File: src/rtl/echo_pkg.sv
// Shared types and default sizing for the echo framer capture path.
package echo_pkg;

  typedef enum logic [1:0] {
    ST_IDLE,
    ST_ARMED,
    ST_CAPTURE
  } state_t;

  localparam int DW_DEFAULT    = 16;
  localparam int DEPTH_DEFAULT = 16;

endpackage

File: src/rtl/sync_fifo.sv
// Single-clock FIFO whose head entry lives in a dedicated output register.
// A push into an empty FIFO bypasses the array and shows at the output next cycle.
module sync_fifo
  import echo_pkg::*;
#(
  parameter int WIDTH = DW_DEFAULT + 1,
  parameter int DEPTH = DEPTH_DEFAULT
) (
  input  logic             clk,
  input  logic             rst,
  input  logic             push,
  input  logic [WIDTH-1:0] din,
  input  logic             pop,
  output logic [WIDTH-1:0] dout,
  output logic             full,
  output logic             empty
);

  localparam int AW = $clog2(DEPTH);
  localparam logic [AW-1:0] MEM_MAX = AW'(DEPTH - 1);

  logic [WIDTH-1:0] mem [DEPTH];
  logic [AW-1:0]    wr_ptr;
  logic [AW-1:0]    rd_ptr;
  logic [AW-1:0]    mem_cnt;
  logic             out_valid;
  logic [WIDTH-1:0] out_data;

  logic push_ok;
  logic pop_ok;
  logic load;
  logic mem_rd;
  logic mem_wr;

  // Capacity is the output register plus DEPTH-1 array entries.
  assign full    = out_valid & (mem_cnt == MEM_MAX);
  assign empty   = ~out_valid;
  assign push_ok = push & ~full;
  assign pop_ok  = pop & out_valid;
  assign load    = ~out_valid | pop_ok;
  assign mem_rd  = load & (mem_cnt != '0);
  assign mem_wr  = push_ok & ~(load & (mem_cnt == '0));
  assign dout    = out_data;

  always_ff @(posedge clk or posedge rst) begin
    if (rst) begin
      out_valid <= 1'b0;
      out_data  <= '0;
      wr_ptr    <= '0;
      rd_ptr    <= '0;
      mem_cnt   <= '0;
    end else begin
      if (load) begin
        if (mem_rd) begin
          out_data  <= mem[rd_ptr];
          out_valid <= 1'b1;
        end else if (push_ok) begin
          out_data  <= din;
          out_valid <= 1'b1;
        end else begin
          out_valid <= 1'b0;
        end
      end
      if (mem_wr) wr_ptr <= wr_ptr + 1'b1;
      if (mem_rd) rd_ptr <= rd_ptr + 1'b1;
      if (mem_wr && !mem_rd)      mem_cnt <= mem_cnt + 1'b1;
      else if (!mem_wr && mem_rd) mem_cnt <= mem_cnt - 1'b1;
    end
  end

  always_ff @(posedge clk) begin
    if (mem_wr) mem[wr_ptr] <= din;
  end

endmodule

File: src/rtl/echo_framer.sv
// Captures one frame of ADC samples per frame_sync edge and streams them out
// over AXI-Stream with tlast on the final sample of each frame.
module echo_framer
  import echo_pkg::*;
#(
  parameter int DW    = DW_DEFAULT,
  parameter int DEPTH = DEPTH_DEFAULT
) (
  input  logic          clk,
  input  logic          rst,
  input  logic          enable,
  input  logic          frame_sync,
  input  logic [15:0]   frame_len,
  input  logic [DW-1:0] adc_data,
  input  logic          adc_valid,
  output logic [DW-1:0] m_axis_tdata,
  output logic          m_axis_tvalid,
  input  logic          m_axis_tready,
  output logic          m_axis_tlast,
  output logic          overflow,
  output logic          sync_miss,
  output logic [15:0]   frame_cnt,
  output logic          busy
);

  state_t state;
  state_t state_next;

  logic        sync_q;
  logic        sync_edge;
  logic [15:0] len_q;
  logic [15:0] cnt;
  logic        last;
  logic        push;
  logic        push_ok;
  logic        frame_done;
  logic        start;
  logic        arm;
  logic        fifo_full;
  logic        fifo_empty;
  logic [DW:0] fifo_dout;

  assign sync_edge  = frame_sync & ~sync_q;
  assign last       = (cnt == len_q - 16'd1);
  assign push       = (state == ST_CAPTURE) & adc_valid;
  assign push_ok    = push & ~fifo_full;
  assign frame_done = push_ok & last;
  assign start      = (state == ST_ARMED) & enable & sync_edge & (frame_len != 16'd0);
  assign arm        = (state == ST_IDLE) & enable;

  always_comb begin
    state_next = state;
    case (state)
      ST_IDLE:    if (enable) state_next = ST_ARMED;
      ST_ARMED: begin
        if (!enable)    state_next = ST_IDLE;
        else if (start) state_next = ST_CAPTURE;
      end
      ST_CAPTURE: if (frame_done) state_next = enable ? ST_ARMED : ST_IDLE;
      default:    state_next = ST_IDLE;
    endcase
  end

  always_ff @(posedge clk or posedge rst) begin
    if (rst) begin
      state  <= ST_IDLE;
      busy   <= 1'b0;
      sync_q <= 1'b0;
    end else begin
      state  <= state_next;
      busy   <= (state_next == ST_CAPTURE);
      sync_q <= frame_sync;
    end
  end

  // The counter only moves on accepted pushes, so dropped samples never shorten a frame.
  always_ff @(posedge clk or posedge rst) begin
    if (rst) begin
      len_q     <= '0;
      cnt       <= '0;
      frame_cnt <= '0;
      overflow  <= 1'b0;
      sync_miss <= 1'b0;
    end else begin
      if (start) begin
        len_q <= frame_len;
        cnt   <= '0;
      end else if (push_ok) begin
        cnt <= cnt + 16'd1;
      end
      if (frame_done) frame_cnt <= frame_cnt + 16'd1;
      if (arm)                                      overflow <= 1'b0;
      else if (push && fifo_full)                   overflow <= 1'b1;
      if (arm)                                      sync_miss <= 1'b0;
      else if ((state == ST_CAPTURE) && sync_edge)  sync_miss <= 1'b1;
    end
  end

  sync_fifo #(
    .WIDTH (DW + 1),
    .DEPTH (DEPTH)
  ) u_fifo (
    .clk   (clk),
    .rst   (rst),
    .push  (push),
    .din   ({last, adc_data}),
    .pop   (m_axis_tready),
    .dout  (fifo_dout),
    .full  (fifo_full),
    .empty (fifo_empty)
  );

  assign m_axis_tvalid = ~fifo_empty;
  assign m_axis_tdata  = fifo_dout[DW-1:0];
  assign m_axis_tlast  = fifo_dout[DW];

endmodule
File: config.mk
export PLATFORM = sky130hd
export DESIGN_NAME = echo_framer
export DESIGN_NICKNAME = d
export VERILOG_FILES = /design/src/rtl/echo_pkg.sv /design/src/rtl/sync_fifo.sv /design/src/rtl/echo_framer.sv
export SDC_FILE = /design/constraint.sdc
export NUM_CORES = 1
export LEC_CHECK = 0
export ABC_CLOCK_PERIOD_IN_PS = 8970
export BUFFER_PORTS_ARGS = -buffer_cell sky130_fd_sc_hd__buf_2
export CORE_MARGIN = 2
export CORE_UTILIZATION = 50
export DETAILED_ROUTE_END_ITERATION = 7
export PLACE_DENSITY_LB_ADDON = 0.2
export SYNTH_ARGS = -nofsm -noshare
export SYNTH_HDL_FRONTEND = slang
export SYNTH_SLANG_ARGS = --single-unit
File: constraint.sdc
create_clock -name clk -period 8.97 [get_ports clk]
set_clock_uncertainty 0.05 [all_clocks]
set_input_delay 0.4485 -clock clk [delete_from_list [all_inputs] [get_ports clk]]
set_output_delay 0.4485 -clock clk [all_outputs]
set_load 0.01 [all_outputs]
Word level (Yosys, flattened, before mapping)
Memories as Yosys holds them, arrays and structs flattened.
Cells that the tools add are included.
- register bits after elaboration: 84
- memory bits (writable): 272
- input bits: 38
- output and inout bits: 37
- memories kept: 1
- add/sub/neg operators: 7
- equal/unequal tests: 5
- multiplexer cells: 20
- bitwise operators: 18
- reductions and logical operators: 16
- memories (memory ; words ; width ; read ports ; clocked after Yosys merged registers in ; wr ports ; RTL line ; source):
    u_fifo.mem ; 16 ; 17 ; 1 ; 0 ; 1 ; sync_fifo.sv:22 ; logic [WIDTH-1:0] mem [DEPTH];
- operators with widths (kind ; number):
    17-bit two-way mux ; 2
    16-bit by 1-bit adder with 16-bit output, second input constant ; 2
    16-bit two-way mux ; 2
    16-bit == test ; 1
    16-bit nonzero test ; 1
    16-bit by 1-bit subtractor with 16-bit output, second input constant ; 1
    1-bit bitwise AND ; 13
    4-bit by 1-bit adder with 4-bit output, second input constant ; 3
    2-bit nonzero test ; 5
    1-bit two-way mux ; 9
    2-bit two-way mux ; 4
    4-bit two-way mux ; 2
    2-bit one-hot mux with 3 select lines ; 1
    2-bit == test, second input constant ; 2
    4-bit == test, second input constant ; 1
    1-bit logical AND ; 4
    4-bit zero test ; 1
    1-bit inverter ; 4
    4-bit nonzero test ; 1
    4-bit by 1-bit subtractor with 4-bit output, second input constant ; 1
    2-bit by 1-bit == test with 1-bit output, second input constant ; 1
    1-bit zero test ; 2
    2-bit zero test ; 1
    2-bit AND reduction ; 1
    1-bit OR ; 1

Depth between registers and ports, before layout
- depth in word-level cells: 9
- gate-level depth with buffers: 10
- gate-level depth less buffers: 9

Cells and area by module
From an unflattened synthesis, not the netlist that was laid out.
- cell total of the unflattened synthesis: 963
- area total of the unflattened synthesis: 15242.1 um2
- by module, submodules not included (module ; times used ; cells each ; area an instance (um2) ; seq. area each (um2)):
    sync_fifo ; 1 ; 658 ; 12187.9 ; 8918.6
    echo_framer ; 1 ; 305 ; 3054.2 ; 1351.3

Worst setup path after synthesis
Ideal clock, no wire load.
- path kind: flip-flop to flip-flop
- start point: register u_fifo.mem_cnt[1]
- end point: memory u_fifo.mem[0][0] (netlist bit) (enable)
- arrival time: 3141 ps
- slack: 5344 ps
- stages on the path, launching flop included: 5
- buffers on the path: 0
- clock period less this slack: 3626 ps
- cell sequence: dfrtp_1 > and3_1 > a21oi_1 > o21ai_0 > nor4_1
- longest elaborated chain between the ends: 7
- ends and longest elaborated chain (item ; RTL line ; source):
    from (decl) ; sync_fifo.sv:25 ; logic [AW-1:0] mem_cnt;
    from (signal assigned) ; sync_fifo.sv:66 ; if (mem_wr && !mem_rd) mem_cnt <= mem_cnt + 1'b1;
    from (signal assigned) ; sync_fifo.sv:67 ; else if (!mem_wr && mem_rd) mem_cnt <= mem_cnt - 1'b1;
    4-bit == test ; sync_fifo.sv:36 ; assign full = out_valid & (mem_cnt == MEM_MAX);
    1-bit bitwise AND ; sync_fifo.sv:36 ;
    1-bit inverter ; sync_fifo.sv:38 ; assign push_ok = push & ~full;
    1-bit bitwise AND ; sync_fifo.sv:38 ;
    1-bit bitwise AND * ; sync_fifo.sv:42 ; assign mem_wr = push_ok & ~(load & (mem_cnt == '0));
    1-bit two-way mux * ; sync_fifo.sv:72 ; if (mem_wr) mem[wr_ptr] <= din;
    1-bit two-way mux (implied by the code) * ; sync_fifo.sv:72 ;
    to (decl) ; sync_fifo.sv:22 ;
Mark *: on every way between the ends. The rest lies on a longest branch, timed or not.

Final worst setup path
- start point: register u_fifo.mem_cnt[1]
- end point: memory u_fifo.mem[11][11] (netlist bit) (enable)
Same word-level chain as after synthesis.

==> impl_metrics.yaml <==
floorplanning:
  die_w_um: 176
  core_region_area_um2: 28900
  fp-row-count: 62
  start_util_pct: 51.0
  die_y_um: 176
  pin_count: 75
  dieArea_um2: 30800
timing:
  max_freq_ghz: 0.272
  rsz0062_at_grt: "false"
  holdWs_ps: 133
  setup_viol: 0
  finalCritPeriodShare_pct: 41.0
  relSlewSlack_pct: 20.6
  tns_ps: 0
  timing_worst_slew_pin_value_ps: 1180
  fin_crit_ps: 3670
  drv_slew: 0
  hold_violations: 0
logic_synthesis:
  synth_most_common_cell: "edfxtp_1"
  synth_seq_cells: 356
  postSynthAreaPerCell_um2: 17.9
  synth.top_cell.area_share_pct: 55.5
  synthCells: 823
  netlist_area_um2: 14700
  ys_warn_count: 0
  synth.distinct_cells: 49
  synth_compound_area_share_pct: 2.48
  synth_adder_area_share_pct: 0.987
  syn_nets: 872
  muxShareOfSynthArea_pct: 14.9
  async_reset_ff_share_pct: 23.6
  yosys-top-cells-area: "edfxtp_1 56%, dfrtp_1 14%, mux4_2 13%"
  synthSimpleGateAreaFrac_pct: 6.64
  synth_top_cell_by_area: "edfxtp_1"
  synth-edff-count: 272
  synth_top_family_by_area: "multiplexers"
  synth_ff_type: "edfxtp_1"
  ys_seq_area_share_pct: 69.8
  synth-xor-area-share_pct: 3.82
  synth_common_cells: "272 x edfxtp_1, 85 x mux4_2, 84 x dfrtp_1"
power_and_ir_drop:
  p_leak_nw: 6.01
  vdd_drop_max_mv: 0.207
  power_density_nw_per_um2: 277
  finalPower_mw: 4.70
critical_path:
  cp-end-kind: "flop"
  cp_slowest_stage_delay_ps: 790
  worstReg2RegStart: "u_fifo.mem_cnt[1]"
  cp_max_fo: 17
  critPathKind: "reg2reg"
  arrival_ps: 3770
  crit_chain: "and3_1, a21oi_1, o21ai_0, nor3b_1, and2_1"
  reg2regPathDepth: 5
  critPathLaunchType: "flop"
  rr_endpoint: "u_fifo.mem[11][11]"
  cp.required_ps: 9070
  slowest_stage: "and2_1"
  r2r_slack_ps: 5300
clock_network:
  root_buffer: "clkbuf_16"
  clk_latency_ps: 530
  cts_buffers: 38
  post_cts_buffers: 0
  path_clk_slew_ps: 60
  ctsLongestPathBuffers: 3
  h-tree-depth: 2
  clock_sinks: 356
  cts_tree: "done"
hold_path:
  worstHoldPathType: "in2reg"
  min_to: "len_q[3]"
  whs_path_depth: 3
  min_from: "frame_len[3]"
grt:
  grt_max_degree: 72
  grt-ovfl-total: 0
  grt_pass1_vias: 7851
  grt.total_usage_pct: 20.3
  antenna_found_initial: 1
  grt_pass1_wl_mm: 46.9
layout:
  syn_to_final_growth_pct: 15.2
  finish.utilization_pct: 58.7
  drive_gt1_share_pct: 30.2
  nets: 973
  num-fill-cells: 2194
status:
  status: "finished clean"
route:
  postRouteAntennaNets: 0
  drcViolationCount: 0
  wl_per_cell_um: 22.8
  vias: 7765
  vias_per_cell: 5.80
  drtPass1Iterations: 5
  wirelength_mm: 30.6
  drtIter0Drc: 637
job:
  max-cap-violations: 0
placed_design:
  io_buffers: 74
  dp_hpwl_mm: 18.6
  routabilityCongestion: 0.799
sequential cells by signal, indices dropped and copies added (netlist names):
name and flops:
busy 1, cnt 16, frame_cnt 16, len_q 16, overflow 1, state 2
sync_miss 1, sync_q 1, u_fifo.dout 17, u_fifo.mem 272, u_fifo.mem_cnt 4, u_fifo.out_valid 1
u_fifo.rd_ptr 4, u_fifo.wr_ptr 4
critical path: cells and delay by family (launching register included):
kind	cells	cell delay, ps
DFF	1	440
and+or+nand+nor	3	1460
AOI/OAI and AO/OA	2	1330
cells in the final DEF, fill, tap and decap left out, types with 9 or more instances in the layout:
cell / netlist / final
nor2_1: 42 / 38
mux2_2: 16 / 16
nand3_1: 15 / 15
xor2_1: 19 / 19
ha_1: 10 / 10
inv_1: 15 / 14
nand4_1: 13 / 13
edfxtp_1: 272 / 272
nand2_1: 30 / 30
mux4_2: 85 / 85
a21oi_1: 21 / 21
clkbuf_1: 26 / 12
xnor2_1: 34 / 34
buf_4: 0 / 21
o21ai_0: 19 / 18
o22ai_1: 9 / 9
clkbuf_16: 0 / 38
mux2i_1: 9 / 9
and3_1: 9 / 9
dfrtp_1: 84 / 82
buf_2: 1 / 74
cells by family after synthesis:
family	after synthesis
buffers and inverters	52
multiplexers	110
AND/OR/NAND/NOR	173
AO/OA/AOI/OAI	62
adder cells (fa/ha/maj)	11
flip-flops	356
XOR/XNOR	59
metrics by stage:
step / std cells / instance area, um^2 / setup WS (ps)
2_1_floorplan: 823 / 14700 / 5340
3_3_place_gp: 1265 / 15600 / 5400
3_5_place_dp: 1265 / 15600 / 5270
4_1_cts: 1337 / 16900 / 5260
5_1_grt: 1338 / 16900 / 4980
6_report: 1339 / 16900 / 5300
per-layer routing:
metal  GRT usage [%]  wire (um)  vias up
met3            3.51       1600       42
li1                -          -     3455
met1            29.4      13800     4038
met5               0          0        -
met4            5.17        498        0
met2            32.5      14700      230
worst max path at each step:
| stage | start | to | slack (ps) | cells after the start |
|---|---|---|---|---|
| after floorplan | u_fifo.mem_cnt[1] | u_fifo.mem[0][0] | 5340 | 4 |
| after global placement | adc_valid | u_fifo.mem[11][0] | 5400 | 6 |
| after detailed placement | u_fifo.mem_cnt[1] | u_fifo.mem[11][0] | 5270 | 5 |
| after CTS | u_fifo.mem_cnt[1] | u_fifo.mem[11][4] | 5260 | 5 |
| after global routing | u_fifo.mem_cnt[0] | u_fifo.mem[11][11] | 4980 | 5 |
| final | u_fifo.mem_cnt[1] | u_fifo.mem[11][11] | 5300 | 5 |
area by class of cell:
cell class	count	area, um^2	share of cell area, %
sequential	356	10300	60.7
multi-input combinational	415	4310	25.4
clock buffer	55	1060	6.29
timing repair buffer	98	556	3.28
tap	384	480	2.84
clock inverter	15	193	1.14
inverter	15	58.8	0.347
antenna	1	2.50	0.0148
repair_timing:
action / CTS / global route
hold endpoints to repair: 40 / 0
resized for setup: 0 / 0
hold buffers: 2 / 0
setup endpoints to repair: 0 / 0
power by group:
group,switching [mW],internal (mW)
combinational,0.493,0.586
clock,0.627,0.922
sequential,0.188,1.88
No activity file was read; power rests on OpenSTA's default activity.
